[config.mk]
export PLATFORM = sky130hd
export DESIGN_NAME = fb_channel_energy_flat
export DESIGN_NICKNAME = d
export VERILOG_FILES = /design/src/rtl/fb_channel_energy_if.sv /design/src/rtl/fb_channel_energy.sv /design/src/flat_wrapper.sv
export SDC_FILE = /design/constraint.sdc
export NUM_CORES = 2
export LEC_CHECK = 0
export ABC_AREA = 0
export ABC_CLOCK_PERIOD_IN_PS = 28800
export BUFFER_PORTS_ARGS = -buffer_cell sky130_fd_sc_hd__buf_2
export CORE_MARGIN = 1
export CORE_UTILIZATION = 50
export DETAILED_ROUTE_END_ITERATION = 6
export PLACE_DENSITY_LB_ADDON = 0.25
export SYNTH_ARGS = -nofsm -noshare
export SYNTH_HDL_FRONTEND = slang
export SYNTH_SLANG_ARGS = --single-unit
[constraint.sdc]
create_clock -name clk_en -period 28.8 [get_ports clk_en]
set_input_delay 4.32 -clock clk_en [delete_from_list [all_inputs] [get_ports clk_en]]
set_output_delay 4.32 -clock clk_en [all_outputs]
set_load 0.05 [all_outputs]
[src/rtl/fb_channel_energy_if.sv]
// rtl/fb_channel_energy_if.sv - per-channel energy result stream, one channel per beat
interface fb_channel_energy_if #(
  parameter int ACC_W = 31,
  parameter int CH_W  = 4
);
  logic             m_valid;
  logic             m_ready;
  logic [ACC_W-1:0] m_data;
  logic [CH_W-1:0]  m_chan;
  logic             m_last;

  modport master (
    output m_valid,
    output m_data,
    output m_chan,
    output m_last,
    input  m_ready
  );

  modport slave (
    input  m_valid,
    input  m_data,
    input  m_chan,
    input  m_last,
    output m_ready
  );
endinterface

[src/rtl/fb_channel_energy.sv]
// rtl/fb_channel_energy.sv - windowed |x| accumulation per filterbank channel, drained as a stream
module fb_channel_energy #(
  parameter int NCH      = 16,
  parameter int IN_W     = 27,
  parameter int LOG2_WIN = 4,
  parameter int ACC_W    = IN_W + LOG2_WIN,
  parameter int CH_W     = 4
) (
  input  logic                clk_en,
  input  logic                reset,
  input  logic                sample_strobe,
  input  logic [NCH*IN_W-1:0] chan_in,
  output logic                overrun,
  input  logic                clear_overrun,
  fb_channel_energy_if.master m_axis
);

  typedef enum logic {IDLE, DRAIN} state_e;

  state_e              state_q, state_d;
  logic [CH_W-1:0]     idx_q, idx_d;
  logic [LOG2_WIN-1:0] wcnt_q, wcnt_d;
  logic                overrun_q, overrun_d;
  logic [ACC_W-1:0]    acc_q [NCH];
  logic [ACC_W-1:0]    acc_d [NCH];
  logic [ACC_W-1:0]    buf_q [NCH];
  logic [ACC_W-1:0]    buf_d [NCH];
  logic [ACC_W-1:0]    sum   [NCH];
  logic [IN_W-1:0]     mag   [NCH];

  logic hs, last_beat, final_hs, complete, accept, drop;

  // Two's-complement negate in IN_W bits: the most negative input yields 2^(IN_W-1) unsigned.
  always_comb begin
    for (int k = 0; k < NCH; k++) begin
      mag[k] = chan_in[k*IN_W + IN_W - 1] ? (~chan_in[k*IN_W +: IN_W] + 1'b1)
                                          : chan_in[k*IN_W +: IN_W];
      sum[k] = acc_q[k] + ACC_W'(mag[k]);
    end
  end

  always_comb begin
    hs        = (state_q == DRAIN) && m_axis.m_ready;
    last_beat = (idx_q == CH_W'(NCH - 1));
    final_hs  = hs && last_beat;
    complete  = sample_strobe && (wcnt_q == '1);
    accept    = complete && ((state_q == IDLE) || final_hs);
    drop      = complete && !accept;
  end

  always_ff @(posedge clk_en) begin
    if (reset) begin
      state_q   <= IDLE;
      idx_q     <= '0;
      wcnt_q    <= '0;
      overrun_q <= 1'b0;
      for (int k = 0; k < NCH; k++) begin
        acc_q[k] <= '0;
        buf_q[k] <= '0;
      end
    end else begin
      state_q   <= state_d;
      idx_q     <= idx_d;
      wcnt_q    <= wcnt_d;
      overrun_q <= overrun_d;
      for (int k = 0; k < NCH; k++) begin
        acc_q[k] <= acc_d[k];
        buf_q[k] <= buf_d[k];
      end
    end
  end

  always_comb begin
    state_d = state_q;
    case (state_q)
      IDLE:    if (accept) state_d = DRAIN;
      DRAIN:   if (final_hs && !accept) state_d = IDLE;
      default: state_d = IDLE;
    endcase
  end

  // Accumulation proceeds independently of the drain; only the snapshot is gated.
  always_comb begin
    wcnt_d    = wcnt_q;
    idx_d     = idx_q;
    overrun_d = overrun_q;
    for (int k = 0; k < NCH; k++) begin
      acc_d[k] = acc_q[k];
      buf_d[k] = buf_q[k];
    end

    if (sample_strobe) begin
      wcnt_d = wcnt_q + 1'b1;
      for (int k = 0; k < NCH; k++) begin
        acc_d[k] = complete ? '0 : sum[k];
        if (accept) buf_d[k] = sum[k];
      end
    end

    if (accept || final_hs) idx_d = '0;
    else if (hs)            idx_d = idx_q + 1'b1;

    if (drop)               overrun_d = 1'b1;
    else if (clear_overrun) overrun_d = 1'b0;
  end

  always_comb begin
    m_axis.m_valid = 1'b0;
    m_axis.m_data  = '0;
    m_axis.m_chan  = '0;
    m_axis.m_last  = 1'b0;
    if (state_q == DRAIN) begin
      m_axis.m_valid = 1'b1;
      m_axis.m_data  = buf_q[idx_q];
      m_axis.m_chan  = idx_q;
      m_axis.m_last  = last_beat;
    end
  end

  assign overrun = overrun_q;

endmodule

[src/flat_wrapper.sv]
// flat-port wrapper written by rule: the top's interface ports become plain ports
module fb_channel_energy_flat 
#(
  parameter int NCH      = 16,
  parameter int IN_W     = 27,
  parameter int LOG2_WIN = 4,
  parameter int ACC_W    = IN_W + LOG2_WIN,
  parameter int CH_W     = 4
)
  (clk_en, reset, sample_strobe, chan_in, overrun, clear_overrun, m_axis_m_valid, m_axis_m_data, m_axis_m_chan, m_axis_m_last, m_axis_m_ready);
  fb_channel_energy_if #(.ACC_W(ACC_W), .CH_W(CH_W)) m_axis_i ();
  input  logic clk_en;
  input  logic reset;
  input  logic sample_strobe;
  input  logic [NCH*IN_W-1:0] chan_in;
  output logic overrun;
  input  logic clear_overrun;
  output wire logic [$bits(m_axis_i.m_valid)-1:0] m_axis_m_valid;
  output wire logic [$bits(m_axis_i.m_data)-1:0] m_axis_m_data;
  output wire logic [$bits(m_axis_i.m_chan)-1:0] m_axis_m_chan;
  output wire logic [$bits(m_axis_i.m_last)-1:0] m_axis_m_last;
  input wire logic [$bits(m_axis_i.m_ready)-1:0] m_axis_m_ready;
  assign m_axis_m_valid = m_axis_i.m_valid;
  assign m_axis_m_data = m_axis_i.m_data;
  assign m_axis_m_chan = m_axis_i.m_chan;
  assign m_axis_m_last = m_axis_i.m_last;
  assign m_axis_i.m_ready = m_axis_m_ready;
  fb_channel_energy #(.NCH(NCH), .IN_W(IN_W), .LOG2_WIN(LOG2_WIN), .ACC_W(ACC_W), .CH_W(CH_W)) u_core (.clk_en(clk_en), .reset(reset), .sample_strobe(sample_strobe), .chan_in(chan_in), .overrun(overrun), .clear_overrun(clear_overrun), .m_axis(m_axis_i));
endmodule
# Word-level counts from Yosys, hierarchy flattened
# Memory sizes are Yosys's and may differ from the RTL's. A register that Yosys moved wholly into a read port is not among the register bits.
# Index checks and enable logic that the tools add are counted.
# word_totals
inputBits	437
n_memories	2
regBits	10
mem_bits_rw	992
word_cells	201
output_inout_bits	38
# op_classes
add_sub_neg	34
n_eq_ne	4
bitwise_logic	49
n_reduce_logical	12
n_mux	96
# memory_table
name	words	width	read_ports	rd_clocked_by_memory_dff	write_ports	line_no	text
u_core.acc_q	16	31	16	0	16	fb_channel_energy.sv:24	logic [ACC_W-1:0] acc_q [NCH];
u_core.buf_q	16	31	1	1	16	fb_channel_energy.sv:26	logic [ACC_W-1:0] buf_q [NCH];
# ops
op	n
two-way mux 31 bit	65
two-way mux 496 bit	2
adder 31 x 27 -> 31 bit	16
adder 27 x 1 -> 27 bit, second input constant	16
two-way mux 27 bit	16
NOT 27 bit	16
bitwise OR 1 bit	32
two-way mux 4 bit	3
two-way mux 1 bit	9
adder 4 x 1 -> 4 bit, second input constant	2
== test 4 bit, second input constant	2
logical AND 1 bit	6
AND reduction 3 bit	1
logical OR 1 bit	2
!= test 2 bit, second input constant	1
case mux 1 bit (2 select lines)	1
nonzero test 2 bit	1
OR reduction 2 bit	1
zero test 1 bit	1
!= test 1 bit, second input constant	1
NOT 1 bit	1

# Depth between registers and ports, before layout
# depth
ltp_word	8
depth_mapped	22
mapped_depth_nobuf	20

# Worst setup path after synthesis
# OpenSTA, ideal clock, no wires.
# synth_path
path_type	input-to-reg
from	input port sample_strobe
to	memory u_core.buf_q[0][0] (enable)
setup_time_ns	3.560
path_slack_ns	12.644
stages	4
arrival_time_ns	12.596
path_cell_list	and4_1 > clkbuf_1 > nand2_1 > nand2_1
# synth_lines
item	line_no	text
start: declaration	flat_wrapper.sv:14	input logic sample_strobe;
end: declaration	fb_channel_energy.sv:26	

==> flow_summary.toml <==
[run_status]
status = "complete, but fails checks"
violations = "design-rule violations"

[die]
die_area_um2 = 137000
ios = 475
num_rows = 134
die_w_um = 370
initial_core_util = 0.506
die_h_um = 370
coreArea_um2 = 134000

[critical_path]
r2r_setup_slack_ps = 24380
r2r_cells = 9
critPathCaptureType = "register"
critPathLaunchType = "input pin"
crit_top_cell = "a21o_1"
cp_cell_sequence = "buf_2 -> nor3_1 -> nand3_1 -> or4_1 -> or4_1 -> o41ai_1 -> xnor2_1 -> ha_1 -> a21o_1 -> a21o_1 -> a21o_1 -> a31o_2 -> a31oi_1 -> a211o_1 -> a311oi_1 -> a21o_1 -> nand4_1 -> or3_1 -> o21ai_0"
path_class = "input pin to register"
crit_fanout = 7
crit_slowest_cell = "or4_1"
timing.rr.start = "u_core.idx_q[0]$_SDFFE_PP0P_"
worstPathRequired_ps = 29440
cp_data_arrival_time_ps = 9370
critPathMaxStageDelay_ps = 610

[logic_synthesis]
yosys.area_share.xor_xnor = 0.107
synth_edf_count = 496
synth_top_family_by_area = "compound AO/OA/AOI/OAI gates"
yosys_warnings = 0
seq_area_frac_synth = 0.371
synth_flop_cell = "dfxtp_1"
syn_area_per_cell_um2 = 9.36
yosysTopAreaCellShare = 0.220
synth_common_cells = "773 x nand2_1, 697 x o21ai_0, 667 x nor2_1, 609 x xnor2_1, 543 x ha_1"
syn_area_um2 = 67600
synth_compound_area_frac = 0.187
synth.area.mux_share = 0.0524
synth_fa_ha_area_frac = 0.105
async_flop_share = 0
synth.most_common_cell = "nand2_1"
ys_seq_elements = 1006
synthSimpleGateAreaFrac = 0.152
synth_top_cell_by_area = "edfxtp_1"
synthesis.nets = 8222
synthCells = 7226
synth_area_leaders = "edfxtp_1 22%, dfxtp_1 15%, ha_1 10%, xnor2_1 7.9%, mux4_2 5.2%"
ys_types = 90

[clock_network]
cts_max_level = 3
clockBufferDepth = 3
cts_hold_buffers = 0
path_clk_slew_ps = 70
cts_tree = "built"
clk_latency_ps = 750
cts.sinks = 1006
cts_resized = 0
postCtsSetupBuffers = 0
cts_root_buf = "clkbuf_16"
cts_made_buffers = 112

[grt]
grt_max_degree = 196
met2_usage = 0.473
grt_overflow = 0
met1_usage = 0.414
grt_pass1_vias = 53400
grt_usage = 0.300
antenna_found_initial = 46
grt.busiest_layer = "met2"
grt_use_met3 = 0.0443
grt_pass1_wl_um = 316000

[placement]
gp_congestion = 0.956
hpwlAfterDp_um = 160000
port_buffers = 474

[routing]
drt_wl_total_um = 211000
vias = 57100
drt_iter0_drc = 5468
wl_per_cell_um = 22.4
via_per_inst = 6.04
drc = 83
postRouteAntennaNets = 0
drtPass1Iterations = 7

[final_layout]
final_nets = 8553
synthToLayoutAreaGrowth_pct = 11.5
n_fill_cell = 11900
drive_gt1_frac = 0.120

[timing]
fin_skew_ps = 24.3
post-route-period-util = 0.303
hold-worst-slack_ps = 458
maxSlewViolCount = 0
setup_violations = 0
clock.fmax_mhz = 115
period_needed_ps = 8730
fin_setup_tns_ps = 0
rsz0062_at_grt = "false"
worst_slew_pin_slew_ps = 1200
slew-limit-headroom = 0.201
hold_viol = 0

[power]
ir_worst_vdd_mv = 0.0474
p_per_area_nw_per_um2 = 69.3
p_leak_uw = 0.0308

[hold_path]
holdPathEnd = "u_core.acc_q[0][138]$_SDFFE_PP0P_"
hp-start = "u_core.acc_q[0][138]$_SDFFE_PP0P_"
min_path_cells = 2
hold_path_class = "register to register"

[job]
cap_violations = 0
critical path, delay by kind of cell:
kind / cells / cell delay [ps]
and+or+nand+nor: 6 / 2430
AOI/OAI and AO/OA: 10 / 2000
adders and majority gates: 1 / 370
xor gates and xnor gates: 1 / 130
buffers and inverters: 1 / 120
how the worst max path moves through the flow:
stage | from | endpoint | slack (ps) | depth (start not counted)
after floorplan | sample_strobe | u_core.buf_q[0][0]$_SDFFCE_PN0P_ | 12640 | 4
after global placement | chan_in[354] | u_core.buf_q[13][30]$_SDFFCE_PP0P_ | 19520 | 19
after detailed placement | chan_in[354] | u_core.acc_q[1][185]$_SDFFE_PP0P_ | 19430 | 19
after CTS | register | m_axis_m_data[14] | 20160 | 6
after global routing | chan_in[354] | u_core.acc_q[1][185]$_SDFFE_PP0P_ | 19640 | 19
final | chan_in[354] | u_core.acc_q[1][185]$_SDFFE_PP0P_ | 20070 | 19
power breakdown:
group / internal (uW) / switching (uW)
registers: 1710 / 125
logic: 718 / 1130
clock network: 906 / 637
logic make-up after synthesis:
group / count (synthesis)
buffers and inverters: 450
multiplexers: 160
adder cells (fa/ha/maj): 559
AO/OA/AOI/OAI: 1997
XOR/XNOR: 827
AND/OR/NAND/NOR: 2227
flip-flops: 1006
layout by cell type (no fill, tap or decap), types with 50 or more instances in the layout:
master,netlist,routed
a21o_1,235,235
a21oi_1,401,401
a22o_1,89,89
a31oi_1,51,51
and2_1,106,106
buf_2,1,473
clkbuf_16,0,115
dfxtp_1,510,507
edfxtp_1,496,496
ha_1,543,543
inv_1,162,162
mux4_2,155,155
nand2_1,773,771
nand2b_1,86,86
nand3_1,109,108
nand4_1,50,50
nor2_1,667,664
nor3_1,88,88
o21ai_0,697,697
o21bai_1,61,61
o31ai_1,124,124
o41ai_1,63,63
or3_1,83,83
or4_1,56,56
xnor2_1,609,609
xor2_1,218,218
layer usage:
metal	vias to the layer above	routed length, um
met4	6	7870
met2	1937	96200
met5	-	24
met3	296	16100
li1	27100	-
met1	27800	91200
state kept, by name (all words and copies together) (netlist names), named ones only:
signal and cells:
u_core.buf_q 496, u_core.wcnt_q 4, u_core.idx_q 4, u_core.acc_q 496, u_core.overrun 1, u_core.state_q 1
per-stage QoR:
stage / power (uW) / utilization / cells / area (um^2) / worst slack, ps
2_1_floorplan: 3160 / - / 7226 / 67600 / 12640
3_3_place_gp: 3650 / 0.534 / 9211 / 71500 / 19520
3_5_place_dp: 3670 / 0.534 / 9211 / 71500 / 19430
4_1_cts: 5220 / 0.563 / 9425 / 75400 / 20160
5_1_grt: 5500 / 0.564 / 9440 / 75400 / 19640
6_report: 5230 / 0.564 / 9445 / 75400 / 20070
area by class of cell:
type                       count  area [um^2]  area share
multi-input combinational   5770        40900       0.542
sequential                  1006        25100       0.333
clock buffer                 150         3120      0.0414
timing repair buffer         504         2640      0.0350
tap                         1768         2210      0.0293
clock inverter                64          795      0.0105
inverter                     163          612     0.00811
antenna                       20         50.0    0.000663
Note: power is estimated with default switching activity, not from simulation.
